## src/rtl/core_seq_pkg.sv

```systemverilog
// Shared types and constants for the mspu core sequencer.
package core_seq_pkg;

   typedef enum logic [2:0] {
      IDLE,
      FETCH,
      DECODE,
      EXEC,
      MEM,
      WB
   } seq_state_t;

   localparam logic [31:0] NOP_INSN = 32'h0000_0013;

endpackage

```

## src/rtl/core_seq_if.sv

```systemverilog
// Instruction/data memory request-acknowledge bundle driven by core_sequencer (master).
interface core_seq_if #(
   parameter int ADDR_W = 32
);
   logic              imem_req;
   logic [ADDR_W-1:0] imem_addr;
   logic              imem_ack;
   logic [31:0]       imem_rdata;
   logic              dmem_req;
   logic              dmem_we;
   logic              dmem_ack;

   modport master (
      output imem_req, imem_addr, dmem_req, dmem_we,
      input  imem_ack, imem_rdata, dmem_ack
   );

   modport slave (
      input  imem_req, imem_addr, dmem_req, dmem_we,
      output imem_ack, imem_rdata, dmem_ack
   );
endinterface

```

## src/rtl/core_seq_perf.sv

```systemverilog
// Cycle and retired-instruction counters for core_sequencer; both wrap at 2^64.
module core_seq_perf (
   input  logic        clk,
   input  logic        reset,
   input  logic        busy_i,
   input  logic        retire_i,
   output logic [63:0] cycle_cnt_o,
   output logic [63:0] instret_cnt_o
);
   logic [63:0] cycle_q,   cycle_d;
   logic [63:0] instret_q, instret_d;

   always_comb begin
      cycle_d   = busy_i   ? cycle_q + 64'd1   : cycle_q;
      instret_d = retire_i ? instret_q + 64'd1 : instret_q;
   end

   always_ff @(posedge clk) begin
      if (reset) begin
         cycle_q   <= '0;
         instret_q <= '0;
      end else begin
         cycle_q   <= cycle_d;
         instret_q <= instret_d;
      end
   end

   assign cycle_cnt_o   = cycle_q;
   assign instret_cnt_o = instret_q;
endmodule

```

## src/rtl/core_sequencer.sv

```systemverilog
// Multi-cycle FETCH/DECODE/EXEC/MEM/WB control FSM owning the PC and IR of the mspu core.
// Optional performance counters are built when CORE_SEQ_PERF_EN is defined.
module core_sequencer
   import core_seq_pkg::*;
#(
   parameter int                ADDR_W   = 32,
   parameter logic [ADDR_W-1:0] RESET_PC = '0
) (
   input  logic              clk,
   input  logic              reset,
   input  logic              run,
   core_seq_if.master        bus,
   output logic [31:0]       ir_o,
   input  logic              branch_en,
   input  logic              jal_en,
   input  logic              jalr_en,
   input  logic              mem_re,
   input  logic              mem_we,
   input  logic              reg_we,
   input  logic [4:0]        rd,
   input  logic [31:0]       imm,
   input  logic [31:0]       alu_result,
   output logic              rf_we,
   output logic [ADDR_W-1:0] pc_o,
   output logic              busy
`ifdef CORE_SEQ_PERF_EN
   ,
   output logic [63:0]       cycle_cnt,
   output logic [63:0]       instret_cnt
`endif
);
   seq_state_t        state_q, state_d;
   logic [ADDR_W-1:0] pc_q, pc_d;
   logic [ADDR_W-1:0] npc_q, npc_d;
   logic [31:0]       ir_q, ir_d;

   logic              imem_req;
   logic              dmem_req;
   logic              dmem_we;

   logic [ADDR_W-1:0] jal_off;
   logic [ADDR_W-1:0] br_off;
   logic [ADDR_W-1:0] alu_addr;
   logic [ADDR_W-1:0] target_pc;
   logic              unused_imm;

   assign jal_off    = ADDR_W'($signed(imm[20:0]));
   assign br_off     = ADDR_W'($signed(imm[12:0]));
   assign alu_addr   = ADDR_W'(alu_result);
   assign unused_imm = ^imm[31:21];

   // jal outranks jalr, which outranks a taken branch.
   always_comb begin
      if (jal_en)
         target_pc = pc_q + jal_off;
      else if (jalr_en)
         target_pc = {alu_addr[ADDR_W-1:1], 1'b0};
      else if (branch_en && alu_result[0])
         target_pc = pc_q + br_off;
      else
         target_pc = pc_q + ADDR_W'(4);
   end

   always_comb begin
      // NOTE: every next-state value and output gets a default first, so no path leaves a latch behind.
      state_d  = state_q;
      pc_d     = pc_q;
      npc_d    = npc_q;
      ir_d     = ir_q;
      imem_req = 1'b0;
      dmem_req = 1'b0;
      dmem_we  = 1'b0;
      rf_we    = 1'b0;

      unique case (state_q)
         IDLE: begin
            if (run) state_d = FETCH;
         end
         FETCH: begin
            imem_req = 1'b1;
            if (bus.imem_ack) begin
               ir_d    = bus.imem_rdata;
               state_d = DECODE;
            end
         end
         DECODE: begin
            state_d = EXEC;
         end
         EXEC: begin
            npc_d   = target_pc;
            state_d = (mem_re || mem_we) ? MEM : WB;
         end
         MEM: begin
            dmem_req = 1'b1;
            dmem_we  = mem_we;
            if (bus.dmem_ack) state_d = WB;
         end
         WB: begin
            rf_we   = reg_we && (rd != 5'd0);
            pc_d    = npc_q;
            state_d = run ? FETCH : IDLE;
         end
         default: begin
            state_d = IDLE;
         end
      endcase
   end

   always_ff @(posedge clk) begin
      // NOTE: non-blocking assignments make every register sample pre-edge values, independent of statement order.
      if (reset) begin
         state_q <= IDLE;
         pc_q    <= RESET_PC;
         npc_q   <= RESET_PC;
         ir_q    <= NOP_INSN;
      end else begin
         state_q <= state_d;
         pc_q    <= pc_d;
         npc_q   <= npc_d;
         ir_q    <= ir_d;
      end
   end

   assign bus.imem_req  = imem_req;
   assign bus.imem_addr = pc_q;
   assign bus.dmem_req  = dmem_req;
   assign bus.dmem_we   = dmem_we;
   assign ir_o          = ir_q;
   assign pc_o          = pc_q;
   assign busy          = (state_q != IDLE);

`ifdef CORE_SEQ_PERF_EN
   core_seq_perf u_perf (
      .clk           (clk),
      .reset         (reset),
      .busy_i        (busy),
      .retire_i      (state_q == WB),
      .cycle_cnt_o   (cycle_cnt),
      .instret_cnt_o (instret_cnt)
   );
`endif
endmodule

```

## src/flat_wrapper.sv

```systemverilog
// flat-port wrapper written by rule: the top's interface ports become plain ports
module core_sequencer_flat import core_seq_pkg::*;
#(
   parameter int                ADDR_W   = 32,
   parameter logic [ADDR_W-1:0] RESET_PC = '0
)
  (clk, reset, run, ir_o, branch_en, jal_en, jalr_en, mem_re, mem_we, reg_we, rd, imm, alu_result, rf_we, pc_o, busy, bus_imem_req, bus_imem_addr, bus_dmem_req, bus_dmem_we, bus_imem_ack, bus_imem_rdata, bus_dmem_ack);
  core_seq_if #(.ADDR_W(ADDR_W)) bus_i ();
  input  logic clk;
  input  logic reset;
  input  logic run;
  output logic [31:0] ir_o;
  input  logic branch_en;
  input  logic jal_en;
  input  logic jalr_en;
  input  logic mem_re;
  input  logic mem_we;
  input  logic reg_we;
  input  logic [4:0] rd;
  input  logic [31:0] imm;
  input  logic [31:0] alu_result;
  output logic rf_we;
  output logic [ADDR_W-1:0] pc_o;
  output logic busy;
  output wire logic [$bits(bus_i.imem_req)-1:0] bus_imem_req;
  output wire logic [$bits(bus_i.imem_addr)-1:0] bus_imem_addr;
  output wire logic [$bits(bus_i.dmem_req)-1:0] bus_dmem_req;
  output wire logic [$bits(bus_i.dmem_we)-1:0] bus_dmem_we;
  input wire logic [$bits(bus_i.imem_ack)-1:0] bus_imem_ack;
  input wire logic [$bits(bus_i.imem_rdata)-1:0] bus_imem_rdata;
  input wire logic [$bits(bus_i.dmem_ack)-1:0] bus_dmem_ack;
  assign bus_imem_req = bus_i.imem_req;
  assign bus_imem_addr = bus_i.imem_addr;
  assign bus_dmem_req = bus_i.dmem_req;
  assign bus_dmem_we = bus_i.dmem_we;
  assign bus_i.imem_ack = bus_imem_ack;
  assign bus_i.imem_rdata = bus_imem_rdata;
  assign bus_i.dmem_ack = bus_dmem_ack;
  core_sequencer #(.ADDR_W(ADDR_W), .RESET_PC(RESET_PC)) u_core (.clk(clk), .reset(reset), .run(run), .bus(bus_i), .ir_o(ir_o), .branch_en(branch_en), .jal_en(jal_en), .jalr_en(jalr_en), .mem_re(mem_re), .mem_we(mem_we), .reg_we(reg_we), .rd(rd), .imm(imm), .alu_result(alu_result), .rf_we(rf_we), .pc_o(pc_o), .busy(busy));
endmodule
```

## config.mk

```make
export PLATFORM = sky130hd
export DESIGN_NAME = core_sequencer_flat
export DESIGN_NICKNAME = d
export VERILOG_FILES = /design/src/rtl/core_seq_pkg.sv /design/src/rtl/core_seq_if.sv /design/src/rtl/core_seq_perf.sv /design/src/rtl/core_sequencer.sv /design/src/flat_wrapper.sv
export SDC_FILE = /design/constraint.sdc
export NUM_CORES = 1
export LEC_CHECK = 0
export ABC_AREA = 1
export BUFFER_PORTS_ARGS = -buffer_cell sky130_fd_sc_hd__buf_4
export CAP_MARGIN = 20
export CELL_PAD_IN_SITES_DETAIL_PLACEMENT = 1
export CELL_PAD_IN_SITES_GLOBAL_PLACEMENT = 1
export CORE_MARGIN = 5
export CORE_UTILIZATION = 40
export DETAILED_ROUTE_END_ITERATION = 7
export PLACE_DENSITY_LB_ADDON = 0.1
export SLEW_MARGIN = 20
export SYNTH_ARGS = -nofsm -noshare
export SYNTH_HDL_FRONTEND = slang
export SYNTH_HIERARCHICAL = 1
export SYNTH_SLANG_ARGS = --single-unit
```

## constraint.sdc

```tcl
create_clock -name clk -period 3.4 [get_ports clk]
set_input_delay 0 -clock clk [delete_from_list [all_inputs] [get_ports clk]]
set_output_delay 0 -clock clk [all_outputs]
set_load 0.005 [all_outputs]
```

==> results.tsv <==
stage	metric	value	unit
setup_path	cells along the critical path	ha_1 -> nand2_1 -> inv_1 -> a21oi_1 -> nor2_1 -> nor2_1 -> nand2_2 -> nand2_1 -> nand2_1 -> nand2_1 -> nand3_1 -> nand2_1 -> inv_1 -> a21oi_1	
timing	Max Slew Vio Count	0	
clock_network	Setup Buffers After CTS	0	
setup_path	CP Capture Point	u_core/npc_q[17]	
setup_path	Reg2Reg Depth	14	
setup_path	setup slack, reg-to-reg	0.70	ns
synth	cell taking the most area after synthesis	dfxtp_1	
finish	Area Overhead vs Synth	25.32	%
synth	cells after synthesis	1566	
timing	Final WS setup	0.7025	ns
timing	Hold Vio Cnt, Final	0	
placement	dpl cell area	0.01077	mm²
clock_network	Sink Count	99	
power	leakage power	5.904	nW
drt	DR DRC count	0	
setup_path	CP Depth	14	
job	Max-Cap Viols	0	
die	Starting Density	40.39	%
clock_network	CTS clock-pin slew for the worst setup and hold paths	0.08	ns
clock_network	Max Buffers Root-to-Sink	2	
global_routing	total grt overflow	0	
power	PD cells	268.1	mW/mm²
timing	setup violators final	0	
setup_path	Setup crit end kind	flip-flop	
power	Total Power	3.063	mW
drt	Post-DRT Antenna Nets	0	
clock_network	CTS Root Buffer Type	clkbuf_16	
die	IO Pins	213	
die	Chip Width	161.0	µm
global_routing	largest net degree at the start of global routing	53	
clock_network	hold buffer count at cts	35	
global_routing	number of global-route vias before repair	11610	
drt	Via density	5.530	
drt	final wirelength	43.35	mm
synth	Syn Nets	1729	
global_routing	GR Util All Layers	32.33	%
finish	share of cells above drive strength 1	16.41	%
drt	initial DRC count	686	
synth	area share of the largest cell type after synthesis	21.74	%
placement	RePlAce Congestion	0.9787	
synth	unique cell type count in the Yosys netlist	52	
placement	Place WS	0.8047	ns
timing	final period utilization	79.34	%
setup_path	crit start category	flip-flop	
setup_path	CP startpoint	u_core/bus.imem_addr[8]	
synth	Syn Area/Cell	5.822	µm²
synth	Synth top cells by count	nand2_1, nor2_1, inv_1	
finish	# diodes	0	
setup_path	worst r2r src	u_core/bus.imem_addr[8]	
synth	count leader, synth	nand2_1	
drt	total number of vias	11380	
global_routing	initial antenna violation count	1	
finish	Layout Cells excl Fill	2058	
clock_network	TritonCTS clock tree	yes	
die	Die Y	161.0	µm
setup_path	most used cell, CP	nand2_1	
drt	Pre-antenna DRT Iters	6	
timing	Least-Margin Pin Slew	0.9746	ns
drt	WL per Instance	21.06	µm
setup_path	critical path's slowest cell	dfxtp_1	
placement	DP HPWL	33.18	mm
synth	number of synthesized flops with an enable pin	0	
outcome	status	finished, final reports clean	
timing	Period minus WS final	2.697	ns
synth	sequential-to-total area share from yosys stat	21.74	%
setup_path	Crit path max-delay family	simple AND/OR/NAND/NOR gates	
clock_network	Num CTS Buffers	9	
finish	nets	1931	
setup_path	worst path buffer plus inverter count	2	
placement	I/O Buffers	201	
timing	RSZ-0062 raised after global routing	false	
finish	fill count	3182	
timing	Max-Slew Margin vs Limit	34.95	%
setup_path	Crit Path Category	reg2reg	
setup_path	slowest stage delay, CP	0.59	ns
synth	post-synth design cell area	0.009117	mm²
die	die area	0.02591	mm²
synth	Area contributors post-synth	dfxtp_1, nand2_1, nor2_1, inv_1, nand3_1	
synth	Yosys reg bits	99	
clock_network	Clk Latency, worst-skew pair	0.35	ns
finish	cell area after layout	0.01143	mm²
die	row count	55	
clock_network	H-tree Lvls	3	
timing	Worst Skew	0.009343	ns
setup_path	required time worst endpoint	3.68	ns
setup_path	Crit Path Max Fanout	8	
global_routing	first-pass GRT wire length	65.69	mm
timing	Fmax	0.3707	GHz
setup_path	terminus of the critical flop-to-flop path	u_core/npc_q[17]	
placement	Placed Cells	2007	
synth	Post-synth ARST share	0	%
power	Max IR drop VDD	0.2488	mV
synth	synth warn	6	
timing	Post-Route Setup TNS	0	ns
clock_network	PostCTS Resize Cnt	0	
setup_path	Worst Path Arrival	2.98	ns
hold_path	hold crit path type	in2reg	
synth	ys flop type	dfxtp_1	
die	CORE AREA	0.02257	mm²
## how the worst min path moves through the flow
stage / from / endpoint / cells past startpoint / slack, ns
5_1_grt: reset / u_core/npc_q[7] / 2 / 0.03
2_1_floorplan: mem_we / bus_dmem_we / 2 / 0.07
3_3_place_gp: bus_imem_rdata[4] / u_core/ir_o[4] / 3 / 0.21
4_1_cts: reset / u_core/state_q[2] / 2 / 0.02
3_5_place_dp: bus_imem_rdata[4] / u_core/ir_o[4] / 3 / 0.22
6_report: reset / u_core/state_q[2] / 2 / 0.02
## layout by cell type, fill, tap and decap left out, types with 6 or more instances in the layout
master,n
clkbuf_16,9
nor2_2,6
o21ai_0,118
nand2_2,10
nand3_1,127
xor2_1,20
nand2_1,420
a21oi_1,126
nor3_1,23
dfxtp_1,99
ha_1,50
a31oi_1,6
nand4_1,22
buf_4,234
nand3b_1,7
nor2_1,201
dlygate4sd3_1,35
inv_1,185
## area by class of cell
cell class | count | area, µm² | area share, %
clock buffers | 10 | 239.0 | 2.092
clock inverters | 6 | 65.06 | 0.5694
inverters | 193 | 724.4 | 6.340
multi-input cells | 1196 | 5952 | 52.09
flip-flops and latches | 99 | 1982 | 17.35
well taps | 285 | 356.6 | 3.121
repair buffers | 269 | 2107 | 18.44
## stage by stage
| step | hold slack (ns) | utilization [%] |
|---|---|---|
| CTS | 0.01725 | 50.62 |
| finish | 0.02442 | 50.62 |
| detailed placement | 0.2169 | 47.72 |
| global placement | 0.2105 | 47.72 |
| floorplan | 0.07071 | - |
| global route | 0.03407 | 50.62 |
## power by group
group / internal (mW) / leakage, nW / total (mW) / switching [mW]
Sequential: 1.22 / 0.802 / 1.26 / 0.0416
Clock: 0.541 / 0.150 / 1.06 / 0.516
Combinational: 0.301 / 4.95 / 0.748 / 0.447
Total: 2.06 / 5.90 / 3.06 / 1.00
## cells by family after synthesis
| logic type | after synthesis | synth area share (%) |
|---|---|---|
| adder cells (fa/ha/maj) | 51 | 7.081 |
| buffers and inverters | 271 | 12.98 |
| flip-flops | 99 | 21.74 |
| AND/OR/NAND/NOR | 841 | 39.62 |
| XOR/XNOR | 23 | 2.209 |
| AO/OA/AOI/OAI | 281 | 16.37 |
## state kept, by name (all words and copies together), names as in the netlist
signal,cells
u_core/bus.imem_addr,32
u_core/ir_o,32
u_core/npc_q,32
u_core/state_q,3
## routing by layer
| layer | GRT usage, % | wire length, µm | up-vias |
|---|---|---|---|
| li1 | - | - | 5460 |
| met1 | 41.35 | 18750 | 5466 |
| met2 | 55.81 | 20790 | 364 |
| met3 | 4.593 | 2307 | 89 |
| met4 | 11.32 | 1481 | 2 |
| met5 | 0 | 13 | - |
Power figures use the tool's default switching activity.
